==> config.mk <==
export PLATFORM = sky130hd
export DESIGN_NAME = bcd_scan_ctrl_flat
export DESIGN_NICKNAME = d
export VERILOG_FILES = /design/src/rtl/bcd_scan_ctrl_if.sv /design/src/rtl/bcd_scan_ctrl.sv /design/src/flat_wrapper.sv
export SDC_FILE = /design/constraint.sdc
export NUM_CORES = 1
export LEC_CHECK = 0
export CAP_MARGIN = 30
export CORE_MARGIN = 2
export CORE_UTILIZATION = 49
export CTS_BUF_LIST = sky130_fd_sc_hd__clkbuf_4 sky130_fd_sc_hd__clkbuf_8 sky130_fd_sc_hd__clkbuf_16
export CTS_CLUSTER_SIZE = 24
export DETAILED_ROUTE_END_ITERATION = 10
export PLACE_DENSITY_LB_ADDON = 0.08
export SYNTH_ARGS = -nofsm -noshare
export SYNTH_HDL_FRONTEND = slang
export SYNTH_SLANG_ARGS = --single-unit
==> constraint.sdc <==
create_clock -name clk -period 2.2 [get_ports clk]
set_input_delay 0.33 -clock clk [delete_from_list [all_inputs] [get_ports clk]]
set_output_delay 0.33 -clock clk [all_outputs]
set_load 0.1 [all_outputs]
==> src/rtl/bcd_scan_ctrl_if.sv <==
// rtl/bcd_scan_ctrl_if.sv - display scanner bus bundle
//
// Groups the scan-enable / BCD input word and the display-side outputs of
// bcd_scan_ctrl. The master side drives enable, digits_in and dp_in; the
// slave side (the scanner) drives digit, dp, anode, blank, frame_start and
// index.
//   enable      : scan enable
//   digits_in   : packed BCD digits, [3:0] is the ones digit
//   dp_in       : decimal point per digit
//   digit, dp   : nibble and decimal point of the lit digit
//   anode       : one-hot active-low digit enables
//   blank       : no digit lit this cycle
//   frame_start : one-cycle pulse after each snapshot load
//   index       : current slot number
interface bcd_scan_ctrl_if #(
    parameter int NUM_DIGITS = 4
);
    localparam int IW = (NUM_DIGITS > 1) ? $clog2(NUM_DIGITS) : 1;

    logic                    enable;
    logic [4*NUM_DIGITS-1:0] digits_in;
    logic [NUM_DIGITS-1:0]   dp_in;
    logic [3:0]              digit;
    logic                    dp;
    logic [NUM_DIGITS-1:0]   anode;
    logic                    blank;
    logic                    frame_start;
    logic [IW-1:0]           index;

    modport master (
        output enable, digits_in, dp_in,
        input  digit, dp, anode, blank, frame_start, index
    );

    modport slave (
        input  enable, digits_in, dp_in,
        output digit, dp, anode, blank, frame_start, index
    );
endinterface

==> src/rtl/bcd_scan_ctrl.sv <==
// rtl/bcd_scan_ctrl.sv - multiplexed 7-segment digit scanner with frame snapshot
//
// Owns a refresh prescaler and a slot counter, lights one digit per slot
// (active-low one-hot anodes) and snapshots the BCD word once per frame so
// the display never tears. Outputs decode from registered state only.
// Optional feature macro: BCD_SCAN_LZB_EN (leading-zero blanking).
// Ports:
//   clk   : system clock, rising edge
//   reset : synchronous active-high reset
//   bus   : bcd_scan_ctrl_if slave modport (inputs enable, digits_in, dp_in;
//           outputs digit, dp, anode, blank, frame_start, index)
module bcd_scan_ctrl #(
    parameter int NUM_DIGITS  = 4,
    parameter int REFRESH_DIV = 100000
) (
    input  logic           clk,
    input  logic           reset,
    bcd_scan_ctrl_if.slave bus
);
    localparam int PW = $clog2(REFRESH_DIV);
    localparam int IW = (NUM_DIGITS > 1) ? $clog2(NUM_DIGITS) : 1;
    localparam logic [PW-1:0] PRESC_LAST = PW'(REFRESH_DIV - 1);
    localparam logic [IW-1:0] INDEX_LAST = IW'(NUM_DIGITS - 1);

    logic [PW-1:0]           presc;
    logic [IW-1:0]           index_q;
    logic [4*NUM_DIGITS-1:0] snap_d;
    logic [NUM_DIGITS-1:0]   snap_dp;
    logic                    en_q;
    logic                    load_pending;
    logic                    frame_start_q;

    logic tc;
    logic load;

    always_comb begin
        tc   = bus.enable && (presc == PRESC_LAST);
        // Load at the frame wrap, or on the first enabled cycle after reset
        // or a disable, so a resumed display never shows a stale word.
        load = bus.enable && (load_pending || (tc && (index_q == INDEX_LAST)));
    end

    always_ff @(posedge clk) begin
        if (reset) begin
            presc         <= '0;
            index_q       <= '0;
            snap_d        <= '0;
            snap_dp       <= '0;
            en_q          <= 1'b0;
            load_pending  <= 1'b1;
            frame_start_q <= 1'b0;
        end else begin
            en_q          <= bus.enable;
            frame_start_q <= load;

            if (tc) begin
                presc   <= '0;
                index_q <= (index_q == INDEX_LAST) ? '0 : index_q + IW'(1);
            end else if (bus.enable) begin
                presc <= presc + PW'(1);
            end

            if (load) begin
                snap_d  <= bus.digits_in;
                snap_dp <= bus.dp_in;
            end

            if (!bus.enable) begin
                load_pending <= 1'b1;
            end else if (load) begin
                load_pending <= 1'b0;
            end
        end
    end

    // blk[i] marks slot i as a leading zero to be kept dark.
    logic [NUM_DIGITS-1:0] blk;

`ifdef BCD_SCAN_LZB_EN
    logic zero_run;

    // Walk down from the most significant digit; a slot stays blank only
    // while every nibble and decimal point at or above it is zero.
    always_comb begin
        zero_run = 1'b1;
        blk      = '0;
        for (int i = NUM_DIGITS - 1; i > 0; i--) begin
            zero_run = zero_run && (snap_d[4*i +: 4] == 4'd0) && !snap_dp[i];
            blk[i]   = zero_run;
        end
    end
`else
    assign blk = '0;
`endif

    logic [NUM_DIGITS-1:0] anode_c;
    logic [3:0]            digit_c;
    logic                  dp_c;
    logic                  blank_c;

    always_comb begin
        anode_c = '1;
        digit_c = 4'd0;
        dp_c    = 1'b0;
        blank_c = 1'b1;
        for (int i = 0; i < NUM_DIGITS; i++) begin
            if (en_q && (index_q == IW'(i)) && !blk[i]) begin
                anode_c[i] = 1'b0;
                digit_c    = snap_d[4*i +: 4];
                dp_c       = snap_dp[i];
                blank_c    = 1'b0;
            end
        end
    end

    assign bus.anode       = anode_c;
    assign bus.digit       = digit_c;
    assign bus.dp          = dp_c;
    assign bus.blank       = blank_c;
    assign bus.frame_start = frame_start_q;
    assign bus.index       = index_q;
endmodule

==> src/flat_wrapper.sv <==
// flat-port wrapper written by rule: the top's interface ports become plain ports
module bcd_scan_ctrl_flat 
#(
    parameter int NUM_DIGITS  = 4,
    parameter int REFRESH_DIV = 100000
)
  (clk, reset, bus_enable, bus_digits_in, bus_dp_in, bus_digit, bus_dp, bus_anode, bus_blank, bus_frame_start, bus_index);
  bcd_scan_ctrl_if #(.NUM_DIGITS(NUM_DIGITS)) bus_i ();
  input  logic clk;
  input  logic reset;
  input wire logic [$bits(bus_i.enable)-1:0] bus_enable;
  input wire logic [$bits(bus_i.digits_in)-1:0] bus_digits_in;
  input wire logic [$bits(bus_i.dp_in)-1:0] bus_dp_in;
  output wire logic [$bits(bus_i.digit)-1:0] bus_digit;
  output wire logic [$bits(bus_i.dp)-1:0] bus_dp;
  output wire logic [$bits(bus_i.anode)-1:0] bus_anode;
  output wire logic [$bits(bus_i.blank)-1:0] bus_blank;
  output wire logic [$bits(bus_i.frame_start)-1:0] bus_frame_start;
  output wire logic [$bits(bus_i.index)-1:0] bus_index;
  assign bus_i.enable = bus_enable;
  assign bus_i.digits_in = bus_digits_in;
  assign bus_i.dp_in = bus_dp_in;
  assign bus_digit = bus_i.digit;
  assign bus_dp = bus_i.dp;
  assign bus_anode = bus_i.anode;
  assign bus_blank = bus_i.blank;
  assign bus_frame_start = bus_i.frame_start;
  assign bus_index = bus_i.index;
  bcd_scan_ctrl #(.NUM_DIGITS(NUM_DIGITS), .REFRESH_DIV(REFRESH_DIV)) u_core (.clk(clk), .reset(reset), .bus(bus_i));
endmodule
### Word-level counts from Yosys, hierarchy flattened

Cells that the tools add are included.
Widths: inputs -> output; s select.

* word-level logic and storage cells: 41
* input port bits: 23
* register bits after elaboration: 42
* output and inout bits: 13

* add/sub/neg operators: 2
* reductions and logical operators: 11
* mux-type cells: 16
* equal/unequal tests: 4
* bitwise logic cells: 1

Operator list (count)
* $add 17x1->17 const B: 1
* $eq 17x17->1 const B: 1
* $mux 4: 4
* $mux 1: 11
* $logic_and 1x1->1: 7
* $eq 2x2->1 const B: 2
* $reduce_or 2->1: 2
* $add 2x1->2 const B: 1
* $eq 2x1->1 const B: 1
* $logic_not 2->1: 1
* $mux 2: 1
* $logic_or 1x1->1: 1
* $not 1->1: 1

### Depth between registers and ports, before layout

* depth after elaboration: 6
* depth in mapped cells: 7
* gate-level depth less buffers: 6

### Least setup slack after synthesis

No wires, ideal clock.

* kind: register to output
* from: reg u_core.index_q[0], in the netlist u_core.bus.index[0]
* to: out bus_blank
* buffers on the path: 1
* cell stages (with the launch flop): 5
* arrival time: 4.762 ns
* path slack: -2.892 ns
* data required time: 1.870 ns
* cells stage by stage: dfxtp_1 -> inv_1 -> ha_1 -> clkbuf_1 -> o41ai_1

* cells in the longest elaborated chain, start to end: 6
* elaborated cells between the ends (all ways): 12
* those cells by class: eq/ne: 3; mux: 4; reduce/logical: 5

RTL lines
* from (decl): line bcd_scan_ctrl.sv:26 `logic [IW-1:0] index_q;`
* from (signal assigned): line bcd_scan_ctrl.sv:58 `index_q <= (index_q == INDEX_LAST) ? '0 : index_q + IW'(1);`
* $logic_not 2->1: line bcd_scan_ctrl.sv:107 `if (en_q && (index_q == IW'(i)) && !blk[i]) begin`
* $logic_and 1x1->1: line bcd_scan_ctrl.sv:107
* $mux 1 (3 in series): line bcd_scan_ctrl.sv:107
* $mux 1 (*): line bcd_scan_ctrl.sv:107
* to (decl): line flat_wrapper.sv:17 `output wire logic [$bits(bus_i.blank)-1:0] bus_blank;`

Every way passes the cells marked *; elsewhere a longest branch is shown, timed or not.

### Worst setup path after layout

* from: reg u_core.presc[12]
* to: reg u_core.index_q[0], in the netlist u_core.bus.index[0]

* cells in the longest elaborated chain, start to end: 2

RTL lines
* from (decl): line bcd_scan_ctrl.sv:25 `logic [PW-1:0] presc;`
* from (signal assigned): line bcd_scan_ctrl.sv:60 `presc <= presc + PW'(1);`
* $eq 17x17->1: line bcd_scan_ctrl.sv:37 `tc = bus.enable && (presc == PRESC_LAST);`
* $logic_and 1x1->1: line bcd_scan_ctrl.sv:37

No other way between the ends.
A chain may end at the register's enable or synchronous reset.

==> metrics.cfg <==
[run_status]
status = completed

[die]
core_area_sq_um = 4750
rows = 25
initial_core_util_pct = 51.0
dieArea_sq_um = 5520
die_h_um = 74.3
dieWidth_um = 74.3
ios = 36

[timing]
fin_crit_ns = 2.10
whs_ns = 0.490
slew_violations = 0
rsz0062_at_grt = no
finClkSkew_ns = 0.00498
worstMarginPinSlew_ns = 0.408
final-hold-violation-count = 0
setup_tns_ns = 0
slew_headroom_pct = 72.5
clock.fmax_mhz = 475
finalCritPeriodShare_pct = 95.7
finalSetupViolations = 0

[clocking]
cts_tree = yes
cts.clk_slew.worst_paths_ns = 0.08
insertion_delay_ns = 0.30
clock_sinks = 42
ctsHoldBuffers = 0
htreeDepth = 2
post-cts-setup-buffers = 0
cts_root_buffer = clkbuf_8
cts_made_buffers = 5
cts_buffer_depth = 2

[finish]
antennaDiodeCount = 0
layout_commonest_cell = dfxtp_1
area_growth_pct = 33.2
finalNetCount = 366
layout.cells.non_filler = 406
drive_gt1_share_pct = 17.4
postLayoutCellArea_sq_um = 3230
final_cell_mix = dfxtp_1 (40), nand3_1 (31), nand4_1 (28), clkdlybuf4s50_1 (22)

[place]
dp.cells = 398
dp_hpwl_um = 4240
globalplace.congestion = 0.857
io_buffers = 35
placed_area_sq_um = 3100

[worst_setup_path]
critical_path.startpoint_type = flop
cp-end-kind = flop
cp.arrival_ns = 2.34
critical_path_buf_inv_count = 0
path_cells = or4_1 -> or4_4 -> or4_1 -> a21oi_1
crit_path_top_delay_cell = or4_1
crit_top_cell = or4_1
cp.required_ns = 2.43
path_class = flop to flop
crit_fanout = 5
critPathTopFamily = simple AND/OR/NAND/NOR gates
worst_path_largest_cell_delay_ns = 0.55

[yosys]
avgSynthCellArea_sq_um = 7.97
synth.area.top_cells = dfxtp_1 (35%), a32oi_1 (7.2%), nand4_1 (7.2%)
ys_types = 34
synth_top_area_cell = dfxtp_1
synth_top_area_share_pct = 34.7
syn_area_sq_um = 2420
ys_ff_latch = 42
yosys_warnings = 0
synthesis.nets = 332
syn_inst = 304
yosysSeqAreaShare_pct = 34.7

[routing]
dr.pass1.iters = 4
wl_um = 6340
detail-route-antenna-nets = 0
drc_errors = 0
vias_per_cell = 5.93
first_iter_violations = 281
wl_per_cell_um = 15.6
via_count = 2409

[grt]
grt_pass1_vias = 2286
grt_pass1_wl_um = 10600
grt_usage_pct = 24.5
antenna_found_initial = 0
gr-total-overflow = 0
grt_max_degree = 41

[pwr]
total_power_mw = 1.77
vdd_drop_max_mv = 0.456
p_per_area_nw_per_um2 = 550
p_leak_nw = 1.08

[hold_path]
hold_class = flop to flop

[flow_run]
drv_cap = 0

timing repair:
item | 4_1_cts | 5_1_grt
resized for setup | 0 | 2
endpoints found under the hold margin | 0 | 0
endpoints found under the setup margin | 0 | 3
path summary, 6_finish.rpt:
path                  startpoint                endpoint  slack (ns)  cells after the start
min reg2reg  u_core.load_pending  u_core.bus.frame_start        0.49                      1
max             u_core.presc[12]     u_core.bus.index[0]         0.1                      4
max reg2reg     u_core.presc[12]     u_core.bus.index[0]         0.1                      4
min          u_core.load_pending  u_core.bus.frame_start        0.49                      1
worst register-to-register path, cell delays in order, from the launching register on:
cell,delay (ns)
dfxtp_1,0.35
or4_1,0.55
or4_4,0.52
or4_1,0.48
a21oi_1,0.14
cell usage after synthesis:
cell type,count
dfxtp_1,42
nand3_1,31
nand4_1,28
clkbuf_1,26
a32oi_1,20
nand2b_1,20
nor3b_1,20
nand2_1,16
nor2_1,16
a21oi_1,12
inv_1,8
nor4_1,8
xnor2_1,8
o21ai_0,6
ha_1,5
nand3b_1,5
xor2_1,5
mux2i_1,4
nor3_1,4
or4_1,3
a31oi_1,2
nor2b_1,2
or2_2,2
and2_0,1
and3_1,1
buf_4,1
clkinv_1,1
o21a_1,1
o21ai_1,1
o31ai_1,1
o41ai_1,1
or3_1,1
or4_4,1
or4b_2,1
cells by family (layout without fill, tap and decap cells):
family | Yosys count | after routing | share of synthesized area, %
AOI/OAI and AO/OA | 44 | 44 | 12.6
xor gates and xnor gates | 13 | 13 | 4.70
adders and majority gates | 5 | 5 | 2.58
buffers and inverters | 36 | 71 | 5.73
DFF | 42 | 42 | 34.7
muxes | 4 | 4 | 1.65
and+or+nand+nor | 160 | 160 | 38.0
report_power, final:
group,internal [mW],total (mW),switching (mW)
Combinational,0.141,0.311,0.171
Clock,0.351,0.632,0.280
Sequential,0.807,0.831,0.0243
final cells by class:
class,count,area (sq um)
Clock buffer,6,76.3
Timing Repair Buffer,54,611
Inverter,9,36.3
Tap cell,67,83.8
Multi-Input combinational cell,226,1540
Fill cell,411,1530
Sequential cell,42,848
Clock inverter,2,37.5
per-layer routing:
metal	vias to the layer above	track usage, %	share of wire (%)
li1	1201	-	-
met1	1162	30.2	45
met2	42	44.2	51
met3	4	5.83	3.5
met4	0	4.17	0.63
met5	-	0	0
flip-flops by register name, summed over array words and instances, names as in the netlist:
signal	cells
u_core.presc	17
u_core.snap_d	16
u_core.snap_dp	4
u_core.bus.index	2
u_core.bus.frame_start	1
u_core.en_q	1
u_core.load_pending	1
metrics by stage:
stage / worst slack (ns) / utilization [%]
2_1_floorplan: -0.224 / -
3_3_place_gp: 0.146 / 65.2
3_5_place_dp: 0.116 / 65.2
4_1_cts: 0.0189 / 67.6
5_1_grt: 0.0220 / 67.9
6_report: 0.0951 / 67.9
No activity file was read; power rests on OpenSTA's default activity.
